$ cat src/rtl/window_op_controller.sv
// Register-window operation sequencer: SAVE/RESTORE with window-overflow/underflow
// trap checks against WIM, plus single-cycle CALL and RDCWP operand steering.
module window_op_controller #(
    parameter int NWINDOWS = 8
) (
    input  logic        Clk,
    input  logic        Reset_n,
    input  logic        Start,
    input  logic [1:0]  Op,
    input  logic [4:0]  CWP,
    input  logic [31:0] WIM,
    output logic [1:0]  MUX_A,
    output logic        Latch_Result,
    output logic        Load_CWP,
    output logic [4:0]  New_CWP,
    output logic        RF_Write,
    output logic        Busy,
    output logic        Done,
    output logic        Trap,
    output logic [1:0]  Trap_Type
);

    typedef enum logic [2:0] {
        IDLE    = 3'd0,
        CHECK   = 3'd1,
        OPERAND = 3'd2,
        COMMIT  = 3'd3,
        WRITE   = 3'd4,
        EXEC    = 3'd5,
        TRAP    = 3'd6
    } state_t;

    typedef enum logic [1:0] {
        OP_SAVE    = 2'b00,
        OP_RESTORE = 2'b01,
        OP_CALL    = 2'b10,
        OP_RDCWP   = 2'b11
    } op_t;

    localparam logic [4:0] LAST = 5'(NWINDOWS - 1);

    state_t     state;
    op_t        op_q;
    logic [4:0] cwp_q;
    logic [4:0] next_cwp;
    logic       wim_hit;

    // Out-of-range latched CWP values are folded onto the legal window range.
    always_comb begin
        next_cwp = cwp_q;
        if (op_q == OP_SAVE) begin
            next_cwp = (cwp_q == '0 || cwp_q > LAST) ? LAST : cwp_q - 5'd1;
        end else if (op_q == OP_RESTORE) begin
            next_cwp = (cwp_q >= LAST) ? '0 : cwp_q + 5'd1;
        end
        wim_hit = WIM[next_cwp];
    end

    assign Busy = (state != IDLE);

    always_ff @(posedge Clk or negedge Reset_n) begin
        if (!Reset_n) begin
            state        <= IDLE;
            op_q         <= OP_SAVE;
            cwp_q        <= '0;
            MUX_A        <= 2'b00;
            Latch_Result <= 1'b0;
            Load_CWP     <= 1'b0;
            New_CWP      <= '0;
            RF_Write     <= 1'b0;
            Done         <= 1'b0;
            Trap         <= 1'b0;
            Trap_Type    <= 2'b00;
        end else begin
            // Outputs are registered for the state being entered.
            MUX_A        <= 2'b00;
            Latch_Result <= 1'b0;
            Load_CWP     <= 1'b0;
            RF_Write     <= 1'b0;
            Done         <= 1'b0;
            Trap         <= 1'b0;
            case (state)
                IDLE: begin
                    if (Start) begin
                        op_q      <= op_t'(Op);
                        cwp_q     <= CWP;
                        Trap_Type <= 2'b00;
                        if (Op[1]) begin
                            state    <= EXEC;
                            MUX_A    <= (op_t'(Op) == OP_CALL) ? 2'b01 : 2'b10;
                            RF_Write <= 1'b1;
                            Done     <= 1'b1;
                        end else begin
                            state <= CHECK;
                        end
                    end
                end
                CHECK: begin
                    New_CWP <= next_cwp;
                    if (wim_hit) begin
                        state     <= TRAP;
                        Trap      <= 1'b1;
                        Done      <= 1'b1;
                        Trap_Type <= (op_q == OP_SAVE) ? 2'b01 : 2'b10;
                    end else begin
                        state        <= OPERAND;
                        Latch_Result <= 1'b1;
                    end
                end
                OPERAND: begin
                    state    <= COMMIT;
                    Load_CWP <= 1'b1;
                end
                COMMIT: begin
                    state    <= WRITE;
                    RF_Write <= 1'b1;
                    Done     <= 1'b1;
                end
                WRITE, EXEC, TRAP: state <= IDLE;
                default:           state <= IDLE;
            endcase
        end
    end

endmodule

$ cat config.mk
export PLATFORM = sky130hd
export DESIGN_NAME = window_op_controller
export DESIGN_NICKNAME = d
export VERILOG_FILES = /design/src/rtl/window_op_controller.sv
export SDC_FILE = /design/constraint.sdc
export NUM_CORES = 1
export LEC_CHECK = 0
export ABC_AREA = 1
export BUFFER_PORTS_ARGS = -buffer_cell sky130_fd_sc_hd__buf_2
export CAP_MARGIN = 20
export CORE_AREA = 2 2 54 94
export CTS_CLUSTER_DIAMETER = 60
export DETAILED_ROUTE_END_ITERATION = 8
export DIE_AREA = 0 0 56 96
export GPL_TIMING_DRIVEN = 0
export PLACE_DENSITY = 0.61
export SLEW_MARGIN = 20
export SYNTH_ARGS = -nofsm -noshare
export SYNTH_HDL_FRONTEND = slang
export SYNTH_SLANG_ARGS = --single-unit
$ cat constraint.sdc
create_clock -name Clk -period 4.64 [get_ports Clk]
set_input_delay 0.928 -clock Clk [delete_from_list [all_inputs] [get_ports Clk]]
set_output_delay 0.928 -clock Clk [all_outputs]
set_load 0.01 [all_outputs]
## Word-level counts from Yosys, hierarchy flattened

Cells that the tools add are included.

| operators by class | value |
|---|---|
| eq/ne operators | 7 |
| $add $sub $neg | 2 |
| mux-type cells | 27 |
| $lt $le $gt $ge | 3 |
| reduce and logical (&&, ||, !) cells | 8 |

Operators by type and width:

| operator | count |
|---|---|
| 5-bit two-way mux | 4 |
| 2-bit two-way mux | 7 |
| 3-bit case mux with 4 select lines | 1 |
| 3-bit two-way mux | 3 |
| 1-bit two-way mux | 8 |
| 3-bit by 2-bit == test with 1-bit output (second input constant) | 2 |
| 5-bit by 6-bit < comparator with 1-bit output (second input constant) | 1 |
| 5-bit by 1-bit adder with 5-bit output (second input constant) | 1 |
| 1-bit binary-select mux with 5-bit select | 1 |
| 5-bit by 3-bit >= comparator with 1-bit output (second input constant) | 1 |
| 5-bit by 3-bit greater-than comparator with 1-bit output (second input constant) | 1 |
| 5-bit zero test | 1 |
| 5-bit by 1-bit subtractor with 5-bit output (second input constant) | 1 |
| 2-bit != test (second input constant) | 2 |
| 2-bit case mux with 2 select lines | 1 |
| 3-bit by 1-bit == test with 1-bit output (second input constant) | 1 |
| 3-bit zero test | 1 |
| 1-bit case mux with 3 select lines | 1 |
| 3-bit AND reduction | 1 |
| 3-bit nonzero test | 1 |
| 2-bit by 1-bit == test with 1-bit output (second input constant) | 1 |
| 2-bit == test (second input constant) | 1 |
| 2-bit zero test | 1 |
| 1-bit case mux with 2 select lines | 1 |
| 3 further kinds | 3 |

| storage, ports and cells | value |
|---|---|
| bits of input ports | 42 |
| flip-flop bits (word level) | 24 |
| output and inout port bits | 15 |

## Logic depth before layout (Yosys ltp)

Gate-level depths: netlist of run 1.

| logic depth | value |
|---|---|
| depth after elaboration | 8 |
| depth in mapped cells | 17 |
| depth with buffers taken out | 17 |

## Worst setup path after synthesis of run 1

No wires, ideal clock.

| timing path | value |
|---|---|
| path kind | register to register |
| start point | reg cwp_q[0] |
| end point | reg Done |
| arrival time | 1853 ps |
| setup slack | 2660 ps |
| period minus slack after synthesis | 1980 ps |
| library setup time | 127 ps |
| data required time | 4513 ps |
| cell stages (with the launch flop) | 15 |
| buffers on the path | 1 |
| path through | dfrtp_1 ha_1 nand2_4 nand3_4 a21oi_4 nand2_4 buf_6 nand2_1 nand3_1 nand3_1 nand3_1 nand3_2 nand2_2 nand2_2 nand3_1 |

| on the way | value |
|---|---|
| longest elaborated chain between the ends | 8 |
| elaborated cells between the ends (all ways) | 14 |

RTL lines:

| item | RTL line | text |
|---|---|---|
| from (decl) | 44 | `logic [4:0] cwp_q;` |
| from (signal assigned) | 65 | `cwp_q <= '0;` |
| from (signal assigned) | 86 | `cwp_q <= CWP;` |
| 5-bit by 1-bit adder with 5-bit output, or another cell as far along | 54 | `next_cwp = (cwp_q >= LAST) ? '0 : cwp_q + 5'd1;` |
| 5-bit two-way mux / 1-bit logical OR (equally long branches) | 54, 52 |  |
| 5-bit two-way mux (on tied branches) | 53, 52 |  |
| 5-bit two-way mux * | 51 | `if (op_q == OP_SAVE) begin` |
| 1-bit binary-select mux with 5-bit select * | 56 | `wim_hit = WIM[next_cwp];` |
| 1-bit two-way mux (implied by the code) * | 56 |  |
| 1-bit two-way mux * | 100 | `if (wim_hit) begin` |
| 1-bit case mux with 3 select lines * | 82 | `case (state)` |
| to (signal assigned) | 80 | `Done <= 1'b0;` |
| to (signal assigned) | 92 | `Done <= 1'b1;` |
| to (signal assigned) | 103 | `Done <= 1'b1;` |
| to (decl) | 18 | `output logic Done,` |

Every way passes the cells marked *; elsewhere a longest branch is shown, timed or not. The select of a mux whose other input is x is not followed.
A chain may end at the register's enable or synchronous reset.

## Worst setup path in the final report of run 1

Same ends and word-level chain as after synthesis.

==> flow_summary.ini, run 1 <==
[floorplan]
fp.dieW_um = 56
start_util_pct = 34.1
rows = 33
die-area_mm2 = 0.00538
core_mm2 = 0.00462
dieHeight_um = 96
boundaryPins = 57

[placed_design]
dp_hpwl_mm = 3.12
place.gp.congestion = 0.781
placed_cells = 313
portBuffers = 56
preCtsSetupSlack_ns = 2.36
placed_area_mm2 = 0.00192

[power_and_ir_drop]
totalPowerFinal_mw = 1.51
leakagePower_nw = 1.09
ir_worst_vdd_mv = 0.452
power.density_mw_per_mm2 = 760

[clock_tree]
path_clk_slew_ns = 0.09
htreeDepth = 1
post_cts_buffers = 0
cts_buffer_depth = 2
cts_tree = yes
root_buffer = clkbuf_8
cts_buffers = 3
cts_hold_buf = 0
clock-sinks = 24
cts_resized = 0
clock_latency_ns = 0.27

[finish]
final_nets = 311
area_growth_syn_to_layout_pct = 26.4
fin_area_mm2 = 0.00199
finalCoreUtilization_pct = 43.1
nFillCells = 521
drive_above_1_share_pct = 33.2
antennaDiodeCount = 0
layout.cells.non_filler = 317

[grt]
grt_max_degree = 25
grt_usage_pct = 14.3
grt_pass1_wl_mm = 6.21
antenna_found_initial = 0
grt-ovfl-total = 0
first_global_vias = 1418

[sta]
worst_pin_slew_ns = 0.525
clock_skew_ns = 0.00445
hold_slack_ns = 0.472
fin_crit_sh_pct = 48.3
hold_viol_final = 0
finalCriticalPeriod_ns = 2.24
final-setup-viol-count = 0
slew_headroom_pct = 65.0
drv_slew = 0
setup_tns_ns = 0
setup_ws_ns = 2.40
max_clock_freq_mhz = 446
rsz0062_at_grt = no

[setup_path]
critPathBufInv = 1
cp-end-kind = register
crit_family = simple AND/OR/NAND/NOR gates
ff2ff_setup_slack_ns = 2.40
cp_slowest_cell = dfrtp_1
criticalPathCategory = reg2reg
worstPathMaxFanout = 10
required_ns = 4.80
crit_top_cell = nand3_1
cpPeakStageDelay_ns = 0.45
worstPathCellList = ha_1, nand2_4, nand3_4, a21oi_4, nand2_4, buf_6, nand2_1, nand3_1, nand3_1, nand3_1, nand3_2, nand2_2, nand2_2, nand3_1
cp-start-kind = register
worstPathArrival_ns = 2.40

[yosys]
syn_inst = 205
synthTopCellsByArea = dfrtp_1 38%, nand3_1 16%, nand2_1 10%, o21ai_0 4.4%, inv_1 4.3%
synth_ff_type = dfrtp_1
synth_area_leader_cell = dfrtp_1
ys_warn_count = 0
synth-edff-count = 0
syn_area_mm2 = 0.00158
async_flop_share_pct = 100
synth_nets = 250
ys_ff_latch = 24
syn_avg_cell_area_um2 = 7.68
synth.top_cell.area_share_pct = 38.1
synth.distinct_cells = 29
yosysSeqAreaShare_pct = 38.1

[route]
post_drt_wl_per_cell_um = 12.2
top_layer_used = met4
viasPerCell = 4.85
antenna_left = 0
wl_met3_um = 195
drc = 0
m1WireLength_mm = 1.55
vias = 1537
dr.first_iter.drc_count = 37
drt-total-wl_mm = 3.88
drt-pass1-iter-count = 4
met2_length_mm = 2.07

[worst_hold_path]
hp-class = reg2reg

[run_status]
status = completed

[run]
cap_violations = 0
routing by layer:
layer / global-route usage, % / vias to the layer above
li1: - / 798
met1: 16.1 / 692
met2: 27.1 / 41
met3: 1.61 / 6
met4: 5.95 / 0
met5: 0 / -
power by group:
group	internal [mW]	switching [mW]	total [mW]
Sequential	0.293	0.0619	0.355
Clock	0.115	0.0675	0.183
Combinational	0.361	0.616	0.977
Total	0.769	0.746	1.51
kinds of logic (layout without fill, tap and decap cells):
| kind of cell | Yosys count | in the layout | share of synthesized area (%) |
|---|---|---|---|
| AND/OR/NAND/NOR | 128 | 128 | 42.8 |
| AO/OA/AOI/OAI | 19 | 19 | 7.39 |
| buffers and inverters | 29 | 89 | 8.18 |
| XOR/XNOR | 2 | 2 | 1.11 |
| flip-flops | 24 | 24 | 38.1 |
| adder cells (fa/ha/maj) | 3 | 3 | 2.38 |
sequential cells by signal, summed over array words and instances, names as in the netlist, 2 cells and up:
| register | flops |
|---|---|
| MUX_A | 2 |
| New_CWP | 5 |
| Trap_Type | 2 |
| cwp_q | 5 |
| op_q | 2 |
| state | 3 |
layout by cell type, fill, tap and decap left out, drive strengths merged:
cell type	synthesis	final
bufinv	0	1
a21oi	1	1
o21a	1	1
buf	4	60
o31ai	1	1
xor2	1	1
nand4	4	4
ha	3	3
inv	23	23
nor2	15	15
nand3b	1	1
o211ai	1	1
nand2	50	50
o21ai	14	14
xnor2	1	1
dfrtp	24	24
or2	1	1
clkbuf	2	5
nand3	57	57
a22oi	1	1
worst min-delay path: cells and delay by family (launching register included):
kind / cells / cell delay (ns)
AND/OR/NAND/NOR: 2 / 0.09
flip-flops: 1 / 0.35
synthesized netlist by cell type (2+ instances only):
| cell | n |
|---|---|
| nand3_1 | 50 |
| nand2_1 | 44 |
| dfrtp_1 | 24 |
| inv_1 | 18 |
| o21ai_0 | 14 |
| nor2_1 | 12 |
| inv_2 | 5 |
| nand2_2 | 4 |
| nand3_2 | 4 |
| ha_1 | 3 |
| nand3_4 | 3 |
| nand4_1 | 3 |
| buf_6 | 2 |
| clkbuf_1 | 2 |
| nand2_4 | 2 |
| nor2_4 | 2 |
cell type report:
| class | instances | area (µm²) | share of cell area, % |
|---|---|---|---|
| tap | 52 | 65.1 | 3.27 |
| inverter | 23 | 86.3 | 4.33 |
| clock buffer | 3 | 41.3 | 2.07 |
| buffer | 6 | 42.5 | 2.14 |
| multi-input combinational | 152 | 846 | 42.5 |
| clock inverter | 1 | 30.0 | 1.51 |
| timing repair buffer | 56 | 280 | 14.1 |
| sequential | 24 | 601 | 30.2 |
worst paths after layout:
path	startpoint	depth (start not counted)	to
worst max-delay path	cwp_q[0]	14	Done
worst min-delay path	Trap_Type[1]	2	Trap_Type[1]
worst max register to register	cwp_q[0]	14	Done
worst min register to register	Trap_Type[1]	2	Trap_Type[1]
max in group asynchronous	Reset_n	1	Latch_Result
min in group asynchronous	Reset_n	1	cwp_q[4]
Note: power is estimated with default switching activity, not from simulation.
==> inputs of run 2 (changes only) <==
--- a/config.mk
+++ b/config.mk
@@ -13,7 +13,7 @@
 export DETAILED_ROUTE_END_ITERATION = 8
 export DIE_AREA = 0 0 56 96
 export GPL_TIMING_DRIVEN = 0
-export PLACE_DENSITY = 0.61
+export PLACE_DENSITY = 0.64
 export SLEW_MARGIN = 20
 export SYNTH_ARGS = -nofsm -noshare
 export SYNTH_HDL_FRONTEND = slang
==> constraint.sdc (replaced) <==
create_clock -name Clk -period 1.8 [get_ports Clk]
set_input_delay 0.36 -clock Clk [delete_from_list [all_inputs] [get_ports Clk]]
set_output_delay 0.36 -clock Clk [all_outputs]
set_load 0.01 [all_outputs]
==> flow_summary.ini, run 2 (synthesis gave the netlist of run 1 again) <==
[setup_path]
worstPathCellList = ha_4, inv_1, nand4_4, nand3b_1, nand3_4, inv_6, nand3_2, nand3_2, nand3_2, nand3_4, nand2_4, nand2_4, nand3_2
critPathBufInv = 2
reg2regPathDepth = 13
worstPathArrival_ns = 2.24
crit_family = simple AND/OR/NAND/NOR gates
cp-end-kind = register
r2r_end = state[2]
crit_top_cell = nand3_2
ff2ff_setup_slack_ns = -0.27
worstPathMaxFanout = 8
cpPeakStageDelay_ns = 0.45
required_ns = 1.96
cp_slowest_cell = dfrtp_2
criticalPathCategory = reg2reg
cp-start-kind = register
timing.rr.start = cwp_q[0]

[power_and_ir_drop]
clkPwrFrac_pct = 9.2
totalPowerFinal_mw = 5.18
leakagePower_nw = 1.24
ir_worst_vdd_mv = 1.30
share_comb_of_total_power_pct = 72.9
p_seq_share_pct = 17.9
power.switching_mw = 2.62
power.density_mw_per_mm2 = 2200
p_sw_share_pct = 50.6
p_int_mw = 2.56

[floorplan]
start_util_pct = 34.1
dieHeight_um = 96
core_mm2 = 0.00462
rows = 33
fp.dieW_um = 56
die-area_mm2 = 0.00538
boundaryPins = 57

[sta]
hold_viol_final = 0
rsz0062_at_grt = yes
setup_tns_ns = -1.48
max_clock_freq_mhz = 482
finalCriticalPeriod_ns = 2.07
setup_ws_ns = -0.273
drv_slew = 0
final-setup-viol-count = 6
clock_skew_ns = 0.00707
worst_pin_slew_ns = 0.526
slew_headroom_pct = 64.9
fin_crit_sh_pct = 115

[route]
drt-total-wl_mm = 4.76
post_drt_wl_per_cell_um = 14.3
drc = 0
drt-pass1-iter-count = 4
vias = 1717
dr.first_iter.drc_count = 51
viasPerCell = 5.17
antenna_left = 0

[finish]
drive_above_1_share_pct = 50.4
nFillCells = 476
area_growth_syn_to_layout_pct = 49.2
top_regs = New_CWP: 5 flops, cwp_q: 5 flops, state: 3 flops
layout_common_cells = 56 x buf_2, 41 x nand2_1, 26 x nand3_1
final_nets = 326
final_common_cell = buf_2
fin_area_mm2 = 0.00235
antennaDiodeCount = 0

[clock_tree]
cts_hold_buf = 0
cts_buffers = 3
htreeDepth = 1
path_clk_slew_ns = 0.09
clock_latency_ns = 0.28
cts_tree = yes
clock-sinks = 24
root_buffer = clkbuf_8
cts_buffer_depth = 2

[run_status]
violations = negative setup slack
status = complete, but fails checks

[placed_design]
placed_area_mm2 = 0.00194
portBuffers = 56
place.gp.congestion = 0.813
dp_hpwl_mm = 3.21
preCtsSetupSlack_ns = -0.461

[run]
cap_violations = 0

[worst_hold_path]
hp-class = in2async

[grt]
grt_max_degree = 25
first_global_vias = 1689
grt_usage_pct = 18.2
antenna_found_initial = 0
grt-ovfl-total = 0
grt_pass1_wl_mm = 7.60
## run 2: final cells by class
cell class / count / area, µm² / area share (%)
Clock buffer: 3 / 41.3 / 1.76
Inverter: 23 / 96.3 / 4.10
Sequential cell: 24 / 603 / 25.7
Tap cell: 52 / 65.1 / 2.77
Timing Repair Buffer: 69 / 382 / 16.2
Clock inverter: 1 / 30.0 / 1.28
Buffer: 6 / 50.0 / 2.13
Multi-Input combinational cell: 154 / 1080 / 46.1
## run 2: what timing repair did
action	CTS	global route
gates cloned	3	0
gates resized for setup	40	13
setup buffers	11	1
pin swaps	17	5
endpoints found under the setup margin	6	9
## run 2: worst max path at each step
stage          cells after the start            to  startpoint  slack (ns)
2_1_floorplan                     14          Done    cwp_q[0]       -0.11
3_3_place_gp                      16          Done    cwp_q[0]       -0.40
3_5_place_dp                      16      state[2]    cwp_q[0]       -0.46
4_1_cts                           16      state[2]    cwp_q[1]       -0.23
5_1_grt                           15  Trap_Type[0]    cwp_q[0]       -0.38
6_report                          13      state[2]    cwp_q[0]       -0.27
## run 2: metrics by stage
stage          std cells  utilization, %  hold slack [ns]
4_1_cts              331            49.6           0.0717
3_3_place_gp         313            42.0            0.367
2_1_floorplan        205               -           0.0644
5_1_grt              332            50.8           0.0924
3_5_place_dp         313            42.0            0.377
6_report             332            50.8           0.0551
## run 2: per-layer routing
metal,global-route usage [%],part of all wire (%)
met5,0,0
met2,35.9,57
met3,1.48,4.5
met4,10.3,3.7
met1,18.3,35
## run 2: power groups by stage
stage	Sequential, mW	Clock [mW]	Combinational [mW]
finish	0.927	0.477	3.78
global route	0.956	0.511	4.10
CTS	0.929	0.488	3.45
detailed placement	0.947	0	2.57
global placement	0.937	0	2.53
floorplan	0.974	0	1.91
## run 2: worst reg2reg max path: stages, from the launching register on
cell      delay (ns)
dfrtp_2         0.45
ha_4            0.18
inv_1           0.09
nand4_4         0.12
nand3b_1        0.22
nand3_4         0.17
inv_6           0.15
nand3_2         0.09
nand3_2         0.07
nand3_2         0.10
nand3_4         0.12
nand2_4         0.07
nand2_4         0.08
nand3_2         0.06
